$ cat config.mk
export PLATFORM = sky130hd
export DESIGN_NAME = hwl_nested_engine
export DESIGN_NICKNAME = d
export VERILOG_FILES = /design/src/rtl/hwl_nested_engine.sv
export SDC_FILE = /design/constraint.sdc
export NUM_CORES = 1
export LEC_CHECK = 0
export CAP_MARGIN = 25
export CORE_MARGIN = 8
export CORE_UTILIZATION = 55
export DETAILED_ROUTE_END_ITERATION = 7
export PLACE_DENSITY = 0.78
export SLEW_MARGIN = 20
export SYNTH_ARGS = -nofsm -noshare
export SYNTH_HDL_FRONTEND = slang
export SYNTH_SLANG_ARGS = --single-unit
$ cat constraint.sdc
create_clock -name clk_i -period 4.5 [get_ports clk_i]
set_clock_uncertainty 0.1 [all_clocks]
set_input_delay 1.35 -clock clk_i [delete_from_list [all_inputs] [get_ports clk_i]]
set_output_delay 1.35 -clock clk_i [all_outputs]
set_load 0.1 [all_outputs]
$ cat src/rtl/hwl_nested_engine.sv
// ---------------------------------------------------------------------------
// hwl_nested_engine
//
// Hardware-loop engine for the uCode sequencer. It watches the retiring PC
// and tells the sequencer when to branch back to the start of a loop body.
// It holds NUM_LOOPS nested loop register sets. Index 0 is the outermost loop
// and NUM_LOOPS-1 is the innermost. When an outer loop branches back, every
// loop nested inside it is re-armed from its stored iteration count.
//
// Ports
//   clk_i, rst_i    clock, synchronous active-high reset
//   cfg_we_i        write one loop register set this cycle
//   cfg_sel_i       index of the loop register set to write
//   cfg_start_i     loop body first address
//   cfg_end_i       loop body last address
//   cfg_iter_i      iteration count N (0 = body runs once, no branch)
//   clear_i         deactivate all loops and zero their counters
//   step_i          the instruction at pc_i retires this cycle
//   pc_i            address of the retiring instruction
//   jump_o          branch to jump_addr_o instead of pc_i+1
//   jump_addr_o     branch target (0 when no loop wants to branch)
//   active_o        per-loop active flags
//   done_o          one-cycle pulse per loop when that loop exits
//   cnt_o           remaining-iteration counters, loop i at [i*CNTR_WIDTH +: CNTR_WIDTH]
//   cfg_err_o       one-cycle pulse after a write to a nonexistent loop index
// ---------------------------------------------------------------------------
module hwl_nested_engine #(
  parameter int NUM_LOOPS  = 3,
  parameter int CNTR_WIDTH = 10,
  parameter int ADDR_WIDTH = 6,
  localparam int SEL_W     = (NUM_LOOPS > 1) ? $clog2(NUM_LOOPS) : 1
) (
  input  logic                            clk_i,
  input  logic                            rst_i,
  input  logic                            cfg_we_i,
  input  logic [SEL_W-1:0]                cfg_sel_i,
  input  logic [ADDR_WIDTH-1:0]           cfg_start_i,
  input  logic [ADDR_WIDTH-1:0]           cfg_end_i,
  input  logic [CNTR_WIDTH-1:0]           cfg_iter_i,
  input  logic                            clear_i,
  input  logic                            step_i,
  input  logic [ADDR_WIDTH-1:0]           pc_i,
  output logic                            jump_o,
  output logic [ADDR_WIDTH-1:0]           jump_addr_o,
  output logic [NUM_LOOPS-1:0]            active_o,
  output logic [NUM_LOOPS-1:0]            done_o,
  output logic [NUM_LOOPS*CNTR_WIDTH-1:0] cnt_o,
  output logic                            cfg_err_o
);

  localparam logic [CNTR_WIDTH-1:0] CNT_ONE = CNTR_WIDTH'(1);

  logic [ADDR_WIDTH-1:0] startAddr_q [NUM_LOOPS];
  logic [ADDR_WIDTH-1:0] startAddr_d [NUM_LOOPS];
  logic [ADDR_WIDTH-1:0] endAddr_q   [NUM_LOOPS];
  logic [ADDR_WIDTH-1:0] endAddr_d   [NUM_LOOPS];
  logic [CNTR_WIDTH-1:0] iterCnt_q   [NUM_LOOPS];
  logic [CNTR_WIDTH-1:0] iterCnt_d   [NUM_LOOPS];
  logic [CNTR_WIDTH-1:0] loopCnt_q   [NUM_LOOPS];
  logic [CNTR_WIDTH-1:0] loopCnt_d   [NUM_LOOPS];
  logic [NUM_LOOPS-1:0]  active_q;
  logic [NUM_LOOPS-1:0]  active_d;
  logic [NUM_LOOPS-1:0]  done_q;
  logic [NUM_LOOPS-1:0]  done_d;
  logic                  cfgErr_q;
  logic                  cfgErr_d;

  logic [NUM_LOOPS-1:0]  cand;
  logic [NUM_LOOPS-1:0]  aboveK;
  logic                  hit;
  logic [SEL_W-1:0]      kIdx;
  logic [ADDR_WIDTH-1:0] jumpAddr;
  logic                  selValid;

  // When NUM_LOOPS is not a power of two the select field can name a loop
  // that does not exist; such writes are dropped and flagged.
  assign selValid = ({{(32-SEL_W){1'b0}}, cfg_sel_i} < NUM_LOOPS);

  // Branch decision. A loop is a candidate when it is active, its body ends
  // at the retiring PC and it still has iterations left. The innermost
  // candidate (highest index) wins because it is the loop the PC is
  // actually running inside. Loops nested inside the winner are marked so
  // the update logic can re-arm them.
  always_comb begin
    cand     = '0;
    aboveK   = '0;
    hit      = 1'b0;
    kIdx     = '0;
    jumpAddr = '0;
    for (int i = 0; i < NUM_LOOPS; i++) begin
      cand[i] = active_q[i] && (endAddr_q[i] == pc_i) && (loopCnt_q[i] != '0);
      if (cand[i]) begin
        hit      = 1'b1;
        kIdx     = SEL_W'(i);
        jumpAddr = startAddr_q[i];
      end
    end
    for (int i = 0; i < NUM_LOOPS; i++) begin
      aboveK[i] = hit && (SEL_W'(i) > kIdx);
    end
  end

  // Next-state logic. Clear wins over everything. Otherwise the retire-step
  // effects are applied first and a config write then overrides them for
  // the selected loop only. Exhausted loops inside the taken loop (or every
  // exhausted loop at this PC when nothing branches) exit and pulse done.
  // Re-arming happens after the exit and therefore takes priority over it,
  // while the done pulse for the exited loop is kept.
  always_comb begin
    startAddr_d = startAddr_q;
    endAddr_d   = endAddr_q;
    iterCnt_d   = iterCnt_q;
    loopCnt_d   = loopCnt_q;
    active_d    = active_q;
    done_d      = '0;
    cfgErr_d    = cfg_we_i && !selValid;

    for (int j = 0; j < NUM_LOOPS; j++) begin
      if (clear_i) begin
        loopCnt_d[j] = '0;
        active_d[j]  = 1'b0;
      end else begin
        if (step_i) begin
          if (hit && (SEL_W'(j) == kIdx)) begin
            loopCnt_d[j] = loopCnt_q[j] - CNT_ONE;
          end
          if (active_q[j] && (endAddr_q[j] == pc_i) && (loopCnt_q[j] == '0) &&
              (!hit || aboveK[j])) begin
            active_d[j] = 1'b0;
            done_d[j]   = 1'b1;
          end
          if (aboveK[j]) begin
            loopCnt_d[j] = (iterCnt_q[j] != '0) ? (iterCnt_q[j] - CNT_ONE) : '0;
            active_d[j]  = (iterCnt_q[j] != '0);
          end
        end

        if (cfg_we_i && selValid && (cfg_sel_i == SEL_W'(j))) begin
          startAddr_d[j] = cfg_start_i;
          endAddr_d[j]   = cfg_end_i;
          iterCnt_d[j]   = cfg_iter_i;
          loopCnt_d[j]   = (cfg_iter_i != '0) ? (cfg_iter_i - CNT_ONE) : '0;
          active_d[j]    = (cfg_iter_i != '0);
          done_d[j]      = 1'b0;
        end
      end
    end
  end

  // State registers with synchronous reset.
  always_ff @(posedge clk_i) begin
    if (rst_i) begin
      startAddr_q <= '{default: '0};
      endAddr_q   <= '{default: '0};
      iterCnt_q   <= '{default: '0};
      loopCnt_q   <= '{default: '0};
      active_q    <= '0;
      done_q      <= '0;
      cfgErr_q    <= 1'b0;
    end else begin
      startAddr_q <= startAddr_d;
      endAddr_q   <= endAddr_d;
      iterCnt_q   <= iterCnt_d;
      loopCnt_q   <= loopCnt_d;
      active_q    <= active_d;
      done_q      <= done_d;
      cfgErr_q    <= cfgErr_d;
    end
  end

  assign jump_o      = step_i && hit;
  assign jump_addr_o = jumpAddr;
  assign active_o    = active_q;
  assign done_o      = done_q;
  assign cfg_err_o   = cfgErr_q;

  for (genvar g = 0; g < NUM_LOOPS; g++) begin : g_cnt
    assign cnt_o[g*CNTR_WIDTH +: CNTR_WIDTH] = loopCnt_q[g];
  end

endmodule
==> results of run 1 <==
-- logic make-up (layout without fill, tap and decap cells) --
kind of cell | Yosys count | after routing | share of synthesized area
muxes | 8 | 8 | 0.01589
xor gates and xnor gates | 42 | 42 | 0.06872
buffers and inverters | 60 | 163 | 0.04441
AOI/OAI and AO/OA | 183 | 183 | 0.2190
and+or+nand+nor | 320 | 320 | 0.2878
adders and majority gates | 7 | 7 | 0.01636
DFF | 93 | 93 | 0.3478
-- through the flow --
| stage | setup TNS (ns) | area, um^2 | std cells | hold WS (ns) |
|---|---|---|---|---|
| after global routing | -0.2144 | 6987 | 949 | 0.3828 |
| after floorplan | 0 | 5435 | 713 | 0.3361 |
| after detailed placement | -2.302 | 6591 | 923 | 0.3505 |
| after CTS | 0 | 6937 | 946 | 0.3634 |
| final | 0 | 6987 | 949 | 0.3642 |
| after global placement | -1.657 | 6591 | 923 | 0.3451 |
-- layout make-up --
type,instances,area [um^2]
Clock buffer,13,168.9
Clock inverter,3,42.54
Fill cell,770,2608
Inverter,18,67.56
Multi-Input combinational cell,560,3423
Sequential cell,93,1871
Tap cell,133,166.4
Timing Repair Buffer,129,1247
-- repair_timing --
action | CTS | global route
gates resized for setup | 22 | 17
pin swaps | 9 | 12
endpoints found under the setup margin | 7 | 7
buffers inserted | 7 | 3
-- how the worst max path moves through the flow --
stage,startpoint,to,slack (ns),depth (start not counted)
final,pc_i[5],jump_addr_o[2],0.03,10
after global routing,pc_i[5],jump_addr_o[0],-0.06,10
after CTS,pc_i[2],jump_addr_o[0],0.006,10
after detailed placement,pc_i[0],jump_addr_o[0],-0.39,10
after global placement,pc_i[0],jump_addr_o[3],-0.27,10
after floorplan,pc_i[2],jump_addr_o[0],0.02,8
-- per-layer routing --
metal / GRT usage / wire (um) / vias to the layer above
met1: 0.3332 / 7148 / 2824
li1: - / - / 2753
met3: 0.07595 / 1903 / 69
met5: 0 / 0 / -
met4: 0.1340 / 666 / 0
met2: 0.4583 / 8747 / 339
-- report_power, final --
| group | leakage (nW) | internal, mW | switching (mW) |
|---|---|---|---|
| registers | 0.756 | 0.839 | 0.0167 |
| clock network | 0.106 | 0.302 | 0.309 |
| logic | 1.72 | 0.118 | 0.205 |
-- tightest hold or removal path, stage by stage, from the launching register on --
cell and delay, ns:
dfxtp_1 0.32, nand2_1 0.05, a21oi_1 0.05
-- cell usage in the layout (no fill, tap or decap), drive strengths merged, types with 5 or more instances in the layout --
cell,Yosys,final
or4,9,9
and3,5,5
a211oi,6,6
ha,7,7
nor2,60,60
nor3,20,20
o31ai,7,7
or3,7,7
clkbuf,35,18
a31oi,12,12
nand4,6,6
xnor2,22,22
nand2b,7,7
buf,7,59
a32oi,5,5
o2111ai,7,7
nand3,21,21
clkdlybuf4s50,0,64
nor4,14,14
inv,18,18
a21oi,82,82
nand2,141,141
xor2,20,20
o21ai,21,21
or2,6,6
dfxtp,93,93
a221oi,6,6
-- sequential cells by signal, summed over array words and instances, names as in the netlist --
signal and cells:
startAddr_q 18, endAddr_q 18, done_o 3, cfg_err_o 1
cnt_o 30, iterCnt_q 20, active_o 3
==> flow_summary.yaml, run 1 <==
critical_path:
  r2r_start: "cnt_o[20]$_SDFFE_PP0P_"
  crit_type: "in2out"
  crit_top_cell: "nor2_4"
  cp_slowest_cell: "and4_4"
  crit_family: "simple AND/OR/NAND/NOR gates"
  worst_setup_path_end_kind: "primary output"
  worst_ep_arrival_time_ns: 3.02
  cp_cell_sequence: "clkdlybuf4s15_1 > buf_6 > xnor2_2 > and4_4 > nand3_4 > nor2_4 > a221oi_2 > buf_4 > nor2_4 > buf_12"
  max_stage_delay_ns: 0.28
  r2r_cells: 10
  crit_fanout: 6
  reg2reg_to: "cnt_o[28]$_SDFFE_PP0P_"
  crit_path_start_kind: "primary input"
  required_ns: 3.05
  path_buf_inv: 4
  rrSetupSlack_ns: 1.13
yosys:
  synth.ff_latch_count: 93
  synth_most_common_cell: "nand2_1"
  yosys_warnings: 0
  netlist_top_cells_count: "141 x nand2_1, 93 x dfxtp_1, 82 x a21oi_1, 60 x nor2_1, 35 x clkbuf_1"
  synth_nets: 755
  yosysSeqAreaShare: 0.3478
  synth_cell_types: 66
  avgSynthCellArea_um2: 7.507
  synthFlopType: "dfxtp_1"
  yosys-top-cells-area: "dfxtp_1 35%, nand2_1 9.9%, a21oi_1 7.7%, nor2_1 4.2%, xnor2_1 3.6%"
  netlist.area_leader.share: 0.3478
  async_flop_share: 0
  yosys.area.top_type: "dfxtp_1"
  synth-edff-count: 0
  syn_inst: 713
  netlist_area_um2: 5353
sta:
  setup_ws_ns: 0.03077
  finalSetupViolCount: 0
  fmax_mhz: 223.8
  slew_violations: 0
  worstMarginPinSlew_ns: 1.038
  period_share: 0.9932
  max_slew_margin: 0.3014
  hold_viol_final: 0
  period_needed_ns: 4.469
cells_and_area:
  num_antenna_cells: 0
  area_delta_synth_final_pct: 30.53
  fin_nets: 853
  drive_above_1_share: 0.1667
  fin_util: 0.7282
hold_path:
  whs_endpoint: "startAddr_q[1]$_SDFFE_PP0P_"
  hp-start: "startAddr_q[1]$_SDFFE_PP0P_"
  hold_class: "reg2reg"
  holdPathStages: 2
placement:
  pre_cts_ws_ns: -0.3886
  portBuffers: 78
  gp_congestion: 0.9283
  dp_hpwl_mm: 13.27
global_routing:
  gr-total-overflow: 0
  grt_pass1_vias: 5793
  antenna_found_initial: 0
  grt_pass1_wl_mm: 29.43
  groute.usage.overall: 0.2804
  grt_max_degree: 43
die:
  ioPinCount: 79
  fp.dieH_um: 114.7
  start_util: 0.5579
  dieWidth_um: 114.7
  row_count: 36
  die_area_um2: 13140
  core_area_um2: 9594
routing:
  final_antenna_net_count: 0
  wl_per_cell_um: 19.46
  via_per_inst: 6.307
  vias: 5985
  routed_wirelength_mm: 18.47
  drtIter0Drc: 536
  drtPass1Iterations: 5
  drcViolationCount: 0
clock_network:
  clk_latency_ns: 0.38
  cts.sinks: 93
  root_buffer: "clkbuf_8"
  cts_tree: "done"
  path_clk_slew_ns: 0.09
  cts_buffer_depth: 2
  cts_max_level: 3
  cts-hold-fix-buffers: 0
  cts-buffers-inserted: 9
power:
  power_mw: 1.790
  ir_worst_vdd_mv: 0.1704
  p_per_area_nw_per_um2: 256.2
  leakage_nw: 2.581
outcome:
  status: "finished clean"
run:
  cap_viol_max_count: 0
Power figures use the tool's default switching activity.
==> inputs of run 2 (changes only) <==
--- a/config.mk
+++ b/config.mk
@@ -6,10 +6,13 @@
 export NUM_CORES = 1
 export LEC_CHECK = 0
 export CAP_MARGIN = 25
+export CELL_PAD_IN_SITES_DETAIL_PLACEMENT = 1
+export CELL_PAD_IN_SITES_GLOBAL_PLACEMENT = 2
 export CORE_MARGIN = 8
-export CORE_UTILIZATION = 55
+export CORE_UTILIZATION = 31
 export DETAILED_ROUTE_END_ITERATION = 7
-export PLACE_DENSITY = 0.78
+export PLACE_DENSITY = 0.76
+export SKIP_CTS_REPAIR_TIMING = 1
 export SLEW_MARGIN = 20
 export SYNTH_ARGS = -nofsm -noshare
 export SYNTH_HDL_FRONTEND = slang
==> flow_summary.yaml, run 2 (synthesis gave the netlist of run 1 again) <==
clock_network:
  path_clk_slew_ns: 0.07
  cts_buffer_depth: 2
  cts.sinks: 93
  cts_max_level: 3
  root_buffer: "clkbuf_16"
  cts-buffers-inserted: 9
  cts_tree: "done"
  clk_latency_ns: 0.35
critical_path:
  r2r_cells: 10
  crit_fanout: 6
  crit_type: "in2out"
  crit_end: "jump_addr_o[2]"
  required_ns: 3.05
  r2r_start: "cnt_o[10]$_SDFFE_PP0P_"
  startpoint: "pc_i[2]"
  worst_setup_path_end_kind: "primary output"
  worst_ep_arrival_time_ns: 2.92
  reg2reg_to: "cnt_o[5]$_SDFFE_PP0P_"
  rrSetupSlack_ns: 1.18
  crit_path_start_kind: "primary input"
cells_and_area:
  final_common_cell: "nand2_1"
  area_delta_synth_final_pct: 33.71
  fin_nets: 843
  drive_above_1_share: 0.1441
  layout_common_cells: "141 x nand2_1, 86 x dfxtp_1, 82 x a21oi_1"
  regArea_um2: 1871
  fin_util: 0.4181
  largest_register_ffs: 30
  num-fill-cells: 2069
  num_antenna_cells: 0
  multi_input_area_um2: 3393
sta:
  slew_violations: 0
  grt_setup_unrepaired: "false"
  fmax_mhz: 228.9
  worstMarginPinSlew_ns: 1.057
  period_share: 0.9710
  holdWs_ns: 0.3573
  max_slew_margin: 0.2890
  fin_setup_tns_ns: 0
  finalSetupViolCount: 0
  period_needed_ns: 4.369
  hold_viol_final: 0
die:
  start_util: 0.3127
  dieWidth_um: 147.4
  fp.dieH_um: 147.4
  die_area_um2: 21730
  row_count: 48
  ioPinCount: 79
  core_area_um2: 17120
outcome:
  status: "finished clean"
power:
  combPwrFrac: 0.151
  p_per_area_nw_per_um2: 300.2
  pwr-share-seq: 0.399
  p_switching_mw: 0.5806
  p_sw_frac: 0.2702
  leakage_nw: 2.625
  internal_power_mw: 1.568
  ir_worst_vdd_mv: 0.1828
  clkPwrFrac: 0.450
routing:
  via_per_inst: 5.614
  drtPass1Iterations: 5
  vias: 5782
  final_antenna_net_count: 0
  drcViolationCount: 0
  routed_wirelength_mm: 21.46
  drtIter0Drc: 267
  wl_per_cell_um: 20.84
global_routing:
  groute.usage.overall: 0.1974
  grt_pass1_wl_mm: 34.13
  grt_max_degree: 47
  gr-total-overflow: 0
  antenna_found_initial: 1
  grt_pass1_vias: 5998
placement:
  dp_hpwl_mm: 16.33
  gp_congestion: 0.8349
  portBuffers: 78
run:
  cap_viol_max_count: 0
hold_path:
  hold_class: "reg2reg"
==> run 2: changes by cell type in the layout (fill, tap and decap cells not counted), sizes merged <==
cell           before  now
dlymetal6s2s        0    6
clkinvlp            1    0
clkbuf             18   11
buf                59   49
bufinv              1    4
clkdlybuf4s15       1    0
clkinv              1    0
==> run 2: worst min-delay path by stage <==
stage / start / endpoint / slack [ns] / cells past startpoint
after floorplan: startAddr_q[12]$_SDFFE_PP0P_ / startAddr_q[12]$_SDFFE_PP0P_ / 0.34 / 2
after global placement: startAddr_q[1]$_SDFFE_PP0P_ / startAddr_q[1]$_SDFFE_PP0P_ / 0.34 / 2
after detailed placement: startAddr_q[1]$_SDFFE_PP0P_ / startAddr_q[1]$_SDFFE_PP0P_ / 0.35 / 2
after CTS: startAddr_q[1]$_SDFFE_PP0P_ / startAddr_q[1]$_SDFFE_PP0P_ / 0.36 / 2
after global routing: startAddr_q[1]$_SDFFE_PP0P_ / startAddr_q[1]$_SDFFE_PP0P_ / 0.38 / 2
final: startAddr_q[1]$_SDFFE_PP0P_ / startAddr_q[1]$_SDFFE_PP0P_ / 0.36 / 2
==> run 2: cell type report <==
cell class / instances / share of cell area
sequential: 93 / 0.2614
timing repair buffer: 119 / 0.1650
inverter: 18 / 0.009441
multi-input combinational: 560 / 0.4741
tap: 225 / 0.03934
clock inverter: 4 / 0.01678
clock buffer: 11 / 0.03392
==> run 2: power groups by stage <==
stage,registers [mW],clock network (mW),logic [mW]
detailed placement,0.875,0,0.320
global placement,0.874,0,0.313
global route,0.859,1.02,0.348
finish,0.857,0.967,0.325
floorplan,0.912,0,0.150
CTS,0.856,0.980,0.321
==> run 2: through the flow <==
stage / setup WS (ns) / area (um^2) / power, mW / instances
after floorplan: 0.02290 / 5435 / 1.062 / 713
after global placement: -0.2535 / 6699 / 1.188 / 1014
after detailed placement: -0.3350 / 6699 / 1.195 / 1014
after CTS: -0.3320 / 7062 / 2.157 / 1029
after global routing: 0.007959 / 7157 / 2.224 / 1030
final: 0.1306 / 7157 / 2.149 / 1030
==> run 2: worst max-delay path, stage by stage <==
cell and delay (ns):
dlymetal6s2s_1 0.17, xnor2_1 0.14, and4_1 0.22, and3_4 0.21, buf_4 0.17, a221oi_1 0.29, buf_4 0.17, nor2_4 0.03
buf_12 0.16
==> run 2: per-layer routing <==
layer,share of wire,up-vias,track usage,wire length [um]
li1,-,2730,-,-
met2,0.48,154,0.3255,10230
met1,0.45,2869,0.2517,9645
met4,0.021,0,0.07649,453
met5,0,-,0,0
met3,0.053,29,0.03455,1136
==> inputs of run 3 (changes only) <==
--- a/config.mk
+++ b/config.mk
@@ -9,9 +9,9 @@
 export CELL_PAD_IN_SITES_DETAIL_PLACEMENT = 1
 export CELL_PAD_IN_SITES_GLOBAL_PLACEMENT = 2
 export CORE_MARGIN = 8
-export CORE_UTILIZATION = 31
+export CORE_UTILIZATION = 34
 export DETAILED_ROUTE_END_ITERATION = 7
-export PLACE_DENSITY = 0.76
+export PLACE_DENSITY = 0.83
 export SKIP_CTS_REPAIR_TIMING = 1
 export SLEW_MARGIN = 20
 export SYNTH_ARGS = -nofsm -noshare
==> constraint.sdc (replaced) <==
create_clock -name clk_i -period 5.5 [get_ports clk_i]
set_clock_uncertainty 0.1 [all_clocks]
set_input_delay 1.65 -clock clk_i [delete_from_list [all_inputs] [get_ports clk_i]]
set_output_delay 1.65 -clock clk_i [all_outputs]
set_load 0.1 [all_outputs]
==> flow_summary.yaml, run 3 (synthesis gave the netlist of run 1 again) <==
global_routing:
  antenna_found_initial: 1
  grt_pass1_vias: 5889
  grt_max_degree: 59
  grt_pass1_wl_mm: 32.49
  gr-total-overflow: 0
  groute.usage.overall: 0.2077
clock_network:
  clk_latency_ns: 0.36
  cts_tree: "done"
  cts_max_level: 3
  root_buffer: "clkbuf_16"
  cts-buffers-inserted: 9
  cts.sinks: 93
  cts_buffer_depth: 2
  path_clk_slew_ns: 0.07
hold_path:
  whs_endpoint: "startAddr_q[14]$_SDFFE_PP0P_"
  hold_class: "reg2reg"
  hp-start: "startAddr_q[14]$_SDFFE_PP0P_"
  holdPathStages: 2
routing:
  final_antenna_net_count: 0
  drcViolationCount: 0
  drtIter0Drc: 354
  vias: 5708
  wl_per_cell_um: 20.41
  routed_wirelength_mm: 20.55
  via_per_inst: 5.668
  drtPass1Iterations: 5
power:
  ir_worst_vdd_mv: 0.1393
  p_per_area_nw_per_um2: 237.4
  leakage_nw: 2.466
  power_mw: 1.635
critical_path:
  crit_type: "in2out"
  r2r_cells: 9
  reg2reg_to: "cnt_o[28]$_SDFFE_PP0P_"
  startpoint: "pc_i[0]"
  worst_ep_arrival_time_ns: 3.72
  r2r_start: "cnt_o[20]$_SDFFE_PP0P_"
  rrSetupSlack_ns: 2.14
  crit_path_start_kind: "primary input"
  required_ns: 3.75
  crit_fanout: 13
  worst_setup_path_end_kind: "primary output"
cells_and_area:
  multi_input_area_um2: 3333
  largest_register_ffs: 30
  layout_common_cells: "141 x nand2_1, 93 x dfxtp_1, 82 x a21oi_1"
  num_antenna_cells: 0
  regArea_um2: 1862
  drive_above_1_share: 0.1100
  area_delta_synth_final_pct: 28.71
  fin_util: 0.4401
  num-fill-cells: 1940
  fin_nets: 828
  final_common_cell: "nand2_1"
  final_cells: 1007
sta:
  grt_setup_unrepaired: "true"
  max_slew_margin: 0.3438
  period_needed_ns: 5.473
  hold_viol_final: 0
  fin_setup_tns_ns: 0
  worstMarginPinSlew_ns: 0.9813
  slew_violations: 0
  fmax_mhz: 182.7
  period_share: 0.9951
  finalSetupViolCount: 0
outcome:
  status: "finished clean"
die:
  core_area_um2: 15660
  ioPinCount: 79
  fp.dieH_um: 141.5
  row_count: 46
  dieWidth_um: 141.5
  die_area_um2: 20010
  start_util: 0.3419
placement:
  dp_hpwl_mm: 15.27
  portBuffers: 78
  dpl.cell_count: 989
  gp_congestion: 0.8949
run:
  cap_viol_max_count: 0
==> run 3: cell count changes in the layout (fill, tap and decap cells not counted), sizes merged <==
cell           delta
buf              -16
clkbuf            +2
bufinv            -2
clkdlybuf4s50     +4
clkinv            +1
dlymetal6s2s      -4
clkinvlp          +1
==> run 3: worst max-delay path by stage <==
stage | to | depth (start not counted)
5_1_grt | jump_addr_o[0] | 8
3_3_place_gp | jump_addr_o[2] | 9
2_1_floorplan | jump_addr_o[0] | 8
4_1_cts | jump_addr_o[3] | 9
3_5_place_dp | jump_addr_o[3] | 9
6_report | jump_addr_o[0] | 8
==> run 3: cell type report <==
| class | count | area share |
|---|---|---|
| Sequential cell | 93 | 0.2703 |
| Clock inverter | 4 | 0.01053 |
| Clock buffer | 12 | 0.03433 |
| Timing Repair Buffer | 104 | 0.1520 |
| Multi-Input combinational cell | 560 | 0.4838 |
| Tap cell | 216 | 0.03923 |
| Inverter | 18 | 0.009807 |
==> run 3: per-layer routing <==
metal  GRT usage  vias to the layer above  part of all wire
li1            -                     2704                 -
met1      0.2605                     2791              0.45
met2      0.3362                      172              0.47
met3     0.04267                       41             0.051
met4     0.09666                        0             0.029
met5           0                        -                 0
==> run 3: power by group <==
group / internal [mW] / switching, mW / leakage, nW
clock: 0.399 / 0.279 / 0.147
sequential: 0.687 / 0.0138 / 0.752
combinational: 0.0903 / 0.167 / 1.57
==> run 3: critical path, stage by stage <==
cell and delay, ns:
clkdlybuf4s50_1 0.56, xor2_1 0.26, nor3_2 0.08, and3_2 0.24, buf_4 0.20, a221oi_1 0.49, nor2_4 0.07, buf_12 0.18
==> run 3: per-stage QoR <==
step                setup slack, ns  area, um^2  hold slack, ns
finish                      0.02704        6889          0.3605
global route               -0.04611        6889          0.3722
CTS                         -0.1443        6838          0.3618
detailed placement          -0.1369        6529          0.3517
global placement           -0.07536        6529          0.3423
floorplan                    0.1356        5398          0.3361
